<file path="config.mk">
export PLATFORM = sky130hd
export DESIGN_NAME = sap_ram_loader
export DESIGN_NICKNAME = d
export VERILOG_FILES = /design/src/rtl/sap_ram_loader.sv
export SDC_FILE = /design/constraint.sdc
export NUM_CORES = 1
export LEC_CHECK = 0
export CORE_MARGIN = 1
export CORE_UTILIZATION = 35
export CTS_CLUSTER_DIAMETER = 50
export DETAILED_ROUTE_END_ITERATION = 8
export SLEW_MARGIN = 20
export SYNTH_ARGS = -nofsm -noshare
export SYNTH_HDL_FRONTEND = slang
export SYNTH_SLANG_ARGS = --single-unit
</file>
<file path="constraint.sdc">
create_clock -name clock -period 2.12 [get_ports clock]
set_clock_uncertainty 0.2 [all_clocks]
set_input_delay 0.212 -clock clock [delete_from_list [all_inputs] [get_ports clock]]
set_output_delay 0.212 -clock clock [all_outputs]
set_load 0.1 [all_outputs]
</file>
<file path="src/rtl/sap_ram_loader.sv">
// sap_ram_loader
// Program writer and read port for the SAP RAM. A session starts on
// load_start, takes 2^ADDR_WIDTH program bytes over a valid/ready handshake
// into RAM from address 0 upward, then takes one trailing two's-complement
// checksum byte. The CPU is held off the bus for the whole session.
//
// Ports
//   clock          system clock, rising edge
//   reset          asynchronous active-low reset
//   load_start     begin a session (honoured only in IDLE)
//   byte_valid     byte_data holds a valid byte
//   byte_data      program byte or checksum byte
//   byte_ready     loader accepts a byte this cycle (LOAD/CHECK)
//   mem_addr       CPU read address (MAR)
//   mem_data       RAM word at mem_addr, 0 while cpu_hold is high
//   cpu_hold       CPU must stall (every state except IDLE)
//   load_done      one-cycle pulse when a session completes
//   checksum_error sticky checksum mismatch flag for the last session
//   word_count     RAM words written in the current or last session
//
// state | meaning
// ------+---------------------------------------------------------
// IDLE  | CPU owns the read port; waits for load_start
// LOAD  | accepting program bytes into RAM
// CHECK | accepting the checksum byte (not written to RAM)
// DONE  | load_done pulse, back to IDLE
module sap_ram_loader #(
  parameter int ADDR_WIDTH = 4,
  parameter int DATA_WIDTH = 8
) (
  input  logic                  clock,
  input  logic                  reset,
  input  logic                  load_start,
  input  logic                  byte_valid,
  input  logic [DATA_WIDTH-1:0] byte_data,
  output logic                  byte_ready,
  input  logic [ADDR_WIDTH-1:0] mem_addr,
  output logic [DATA_WIDTH-1:0] mem_data,
  output logic                  cpu_hold,
  output logic                  load_done,
  output logic                  checksum_error,
  output logic [ADDR_WIDTH:0]   word_count
);

  localparam int DEPTH = 1 << ADDR_WIDTH;

  typedef enum logic [1:0] {
    S_IDLE,
    S_LOAD,
    S_CHECK,
    S_DONE
  } state_t;

  state_t                state, state_nxt;
  logic [ADDR_WIDTH-1:0] addr;
  logic [DATA_WIDTH-1:0] sum;
  logic [DATA_WIDTH-1:0] sum_nxt;
  logic [DATA_WIDTH-1:0] ram [DEPTH];
  logic                  start_sess;
  logic                  wr_en;
  logic                  chk_en;
  logic                  last_addr;

  assign last_addr = (addr == {ADDR_WIDTH{1'b1}});
  assign sum_nxt   = sum + byte_data;

  always_ff @(posedge clock or negedge reset) begin
    if (!reset) state <= S_IDLE;
    else        state <= state_nxt;
  end

  // byte_ready is a pure function of state, so byte_valid alone marks a
  // transfer inside LOAD/CHECK.
  always_comb begin
    state_nxt  = state;
    byte_ready = 1'b0;
    cpu_hold   = 1'b1;
    load_done  = 1'b0;
    start_sess = 1'b0;
    wr_en      = 1'b0;
    chk_en     = 1'b0;
    case (state)
      S_IDLE: begin
        cpu_hold = 1'b0;
        if (load_start) begin
          start_sess = 1'b1;
          state_nxt  = S_LOAD;
        end
      end
      S_LOAD: begin
        byte_ready = 1'b1;
        if (byte_valid) begin
          wr_en = 1'b1;
          if (last_addr) state_nxt = S_CHECK;
        end
      end
      S_CHECK: begin
        byte_ready = 1'b1;
        if (byte_valid) begin
          chk_en    = 1'b1;
          state_nxt = S_DONE;
        end
      end
      S_DONE: begin
        load_done = 1'b1;
        state_nxt = S_IDLE;
      end
      default: state_nxt = S_IDLE;
    endcase
  end

  always_ff @(posedge clock or negedge reset) begin
    if (!reset) begin
      addr           <= '0;
      sum            <= '0;
      word_count     <= '0;
      checksum_error <= 1'b0;
    end else if (start_sess) begin
      addr           <= '0;
      sum            <= '0;
      word_count     <= '0;
      checksum_error <= 1'b0;
    end else if (wr_en) begin
      addr       <= addr + 1'b1;
      sum        <= sum_nxt;
      word_count <= word_count + 1'b1;
    end else if (chk_en) begin
      checksum_error <= |sum_nxt;
    end
  end

  // RAM survives reset so a partial load stays visible.
  always_ff @(posedge clock) begin
    if (wr_en) ram[addr] <= byte_data;
  end

  assign mem_data = cpu_hold ? '0 : ram[mem_addr];

endmodule

</file>
* After elaboration in Yosys (flattened, before gate mapping)
Memory sizes are Yosys's and may differ from the RTL's. Index checks and enable logic that the tools add are counted.
Word-level totals: bits in registers 20, RAM bits 128, input port bits 16, output and inout bits 17, logic and storage cells 50, memories kept 1
Memory list:
- ram | words 16, width 8, rd ports 1, clocked after Yosys merged registers in 0, wr ports 1, RTL line 58 | logic [DATA_WIDTH-1:0] ram [DEPTH];
Operators by class: $add $sub $neg 3, equal/unequal tests 9, multiplexer cells 25, reductions and logical operators 7
Operator list (number):
- $mux W8 | 3
- $mux W1 | 13
- $mux W5 | 2
- $ne A2 B2 Y1 const B | 5
- $add A8 B8 Y8 | 1
- $mux W2 | 4
- $mux W4 | 2
- $pmux W2 S4 | 1
- $reduce_or A8 Y1 | 1
- $add A5 B1 Y5 const B | 1
- $add A4 B1 Y4 const B | 1
- $eq A2 B2 Y1 const B | 2
- $eq A4 B4 Y1 const B | 1
- $reduce_and A4 Y1 | 1
- $reduce_bool A2 Y1 | 2
- $eq A2 B1 Y1 const B | 1
- $logic_not A2 Y1 | 1
- $reduce_and A2 Y1 | 1
- $reduce_or A2 Y1 | 1

* Logic depth before layout (Yosys ltp)
word-level depth 5, depth in mapped cells 7, depth with buffers taken out 7

* Worst setup path before layout
Ideal clock, no wire load.
path type input -> output, from input port mem_addr[0], to output port mem_data[0], arrival 1.931 ns, required time 1.708 ns, slack -0.223 ns, cell stages on the path 5, path buffers 2, path through buf_6 > buf_8 > mux4_1 > mux4_2 > and2_1
Between the ends: word-level cells in the longest chain between the ends 2
RTL lines:
- start: declaration | RTL line 37 | input logic [ADDR_WIDTH-1:0] mem_addr,
- $mem_v2 Z16 W8
- $mux W8 | RTL line 137 | assign mem_data = cpu_hold ? '0 : ram[mem_addr];
- end: declaration | RTL line 38 | output logic [DATA_WIDTH-1:0] mem_data,
Every way passes these cells.

* Worst setup path in the final report
from memory ram[12][4], to output port mem_data[4]
Between the ends: word-level cells in the longest chain between the ends 2
RTL lines (RTL line):
- start: declaration | 58
- $mem_v2 Z16 W8
- $mux W8 | 137
Every way passes these cells.

==> impl_metrics.tcl <==
set metrics [dict create \
    rr_endpoint "checksum_error" \
    postLayoutSetupSlackWorst_ps -401 \
    drv_cap 0 \
    root_buffer "clkbuf_16" \
    area_delta_synth_final_pct 30.1 \
    hold_violations 0 \
    synth_seq_cells 148 \
    timing.rr.start "sum[0]" \
    final_core_util_pct 46.4 \
    most-common-layout-cells "128 x edfxtp_1, 51 x buf_4, 33 x mux4_2" \
    criticalPathCategory "flip-flop to primary output" \
    coreArea_sq_um 18000 \
    drt_iter0_drc 182 \
    firstDrtPassIters 4 \
    synth_warnings 0 \
    grt_pass1_wl_mm 21.6 \
    whs_endpoint "sum[3]" \
    die-area_sq_um 18900 \
    synth_nets 385 \
    synth_cells 351 \
    maxSlewHeadroom_pct 70.7 \
    drc_errors 0 \
    dp_hpwl_mm 9.27 \
    grt_start_max_net_pins 21 \
    layout_commonest_cell "edfxtp_1" \
    critPathLaunchType "flip-flop" \
    rsz0062_at_grt "true" \
    ir_worst_vdd_v 0.00129 \
    cts_sinks 148 \
    ios 33 \
    synthDistinctLibCells 40 \
    crit_top_cell "mux4_2" \
    die_h_um 137 \
    cp_slowest_stage_delay_ps 490 \
    syn_area_sq_um 6410 \
    power_density_nw_per_um2 1160 \
    rrSetupSlack_ps -110 \
    endpoint_kind "primary output" \
    hp-class "flip-flop to flip-flop" \
    grt_usage_pct 16.1 \
    status "finished, violations left" \
    p_leak_nw 3.03 \
    violations "setup timing" \
    antenna_left 0 \
    setup-violations-final 11 \
    crit_slowest_cell "mux4_2" \
    fin_crit_sh_pct 119 \
    worst-endpoint-required_ps 1710 \
    power.total_mw 9.67 \
    gp_congestion 0.813 \
    viasPerCell 5.07 \
    wirelength_mm 13.9 \
    vias 3511 \
    worstRegToRegCells 8 \
    io_buffers 32 \
    crit_chain "mux4_2 -> mux4_2 -> and2_4 -> buf_12" \
    synthArstFlopShare_pct 13.5 \
    fp-row-count 49 \
    synth-main-ff-cell "edfxtp_1" \
    drive_above_1_share_pct 35.6 \
    cts_made_buffers 17 \
    finalCriticalPeriod_ps 2520 \
    crit_cells 4 \
    finalHoldWorstSlack_ps 328 \
    grt_overflow_total 0 \
    max_freq_mhz 397 \
    wl_per_cell_um 20.1 \
    grt_pass1_vias 3702 \
    critPathTopFamily "multiplexers" \
    final_nets 486 \
    worstHoldStart "sum[3]" \
    fillerInstances 1531 \
    syn_avg_cell_area_sq_um 18.3 \
    critical_path_buf_inv_count 1 \
    die_w_um 137 \
    initial_utilization_pct 35.7 \
    insertion_delay_ps 420 \
    antenna_found_initial 0 \
    synth_edf_count 128 \
    cts_tree "built" \
    crit_arrival_ps 2110 \
    cp_max_fo 1 \
    tightest_slew_ps 439 \
    htreeDepth 4 \
    clockBufferDepth 2 \
    ys_seq_area_share_pct 67.8 \
    slew_viol_final 0 \
    hold_depth 2 \
    diodes 0 \
    path_clk_slew_ps 60 \
]
==> power by group <==
part | switching, mW | total [mW] | internal, mW
clock | 1.16 | 3.00 | 1.84
combinational | 1.89 | 3.20 | 1.31
sequential | 0.123 | 3.47 | 3.34
==> state kept, by name, indices dropped and copies added (netlist names) <==
name,count
ram,128
sum,8
word_count,5
addr,4
state,2
checksum_error,1
==> worst min-delay path, stage by stage (launching register included) <==
cell,delay (ps)
dfrtp_1,380
nand2_1,60
a21oi_1,50
==> stage by stage <==
step	setup slack (ps)	instances	setup TNS, ps	area [sq um]
floorplan	-12.4	351	-50.8	6410
global placement	-472	657	-5610	7630
detailed placement	-525	657	-5720	7630
CTS	-433	690	-3540	8270
global route	-471	692	-4040	8340
finish	-401	692	-3250	8340
==> worst max-delay path by stage <==
| stage | start | to | slack, ps |
|---|---|---|---|
| CTS | ram[12][4] | mem_data[4] | -430 |
| detailed placement | byte_data[0] | sum[6] | -520 |
| finish | ram[12][4] | mem_data[4] | -400 |
| floorplan | mem_addr[0] | mem_data[0] | -10 |
| global route | ram[12][4] | mem_data[4] | -470 |
| global placement | mem_addr[2] | mem_data[1] | -470 |
==> what timing repair did <==
item	CTS	global route
setup buffers	1	2
hold buffers	1	0
cloned	1	0
setup endpoints to repair	12	109
pin swaps	10	2
gates resized for setup	13	15
hold endpoints to repair	20	0
==> final cells by class <==
cell class              count  area (sq um)  share of cell area [%]
inverters                   7          30.0                   0.360
clock inverters            12           155                    1.86
flip-flops and latches    148          4340                    52.1
well taps                 229           287                    3.44
clock buffers              18           429                    5.15
multi-input cells         182          1980                    23.8
repair buffers             96          1110                    13.3
==> cell families after synthesis <==
group / share of synthesized area (%)
xor+xnor: 1.37
mux: 15.5
compound gates: 3.44
fa+ha+maj: 3.63
flops: 67.8
simple gates: 6.40
buf+inv: 1.95
==> metal layers <==
metal | part of all wire, % | vias up | track usage, % | wire, um
li1 | - | 1602 | - | -
met1 | 46 | 1821 | 21.4 | 6470
met2 | 49 | 80 | 26.2 | 6860
met3 | 3.7 | 8 | 4.71 | 512
met4 | 0.60 | 0 | 3.72 | 84
met5 | 0 | - | 0 | 0
==> cells in the mapped netlist, types with 5 or more instances <==
cell | number | area [sq um]
a211oi_1 | 5 | 37.5
a21oi_1 | 12 | 60.1
and2_1 | 22 | 138
and3_1 | 5 | 31.3
clkbuf_1 | 8 | 30.0
dfrtp_1 | 20 | 500
edfxtp_1 | 128 | 3840
ha_1 | 17 | 213
inv_1 | 7 | 26.3
mux4_1 | 24 | 631
mux4_2 | 16 | 360
nand2_1 | 21 | 78.8
nor2_1 | 15 | 56.3
xnor2_1 | 5 | 43.8
xor2_1 | 5 | 43.8
Note: power is estimated with default switching activity, not from simulation.
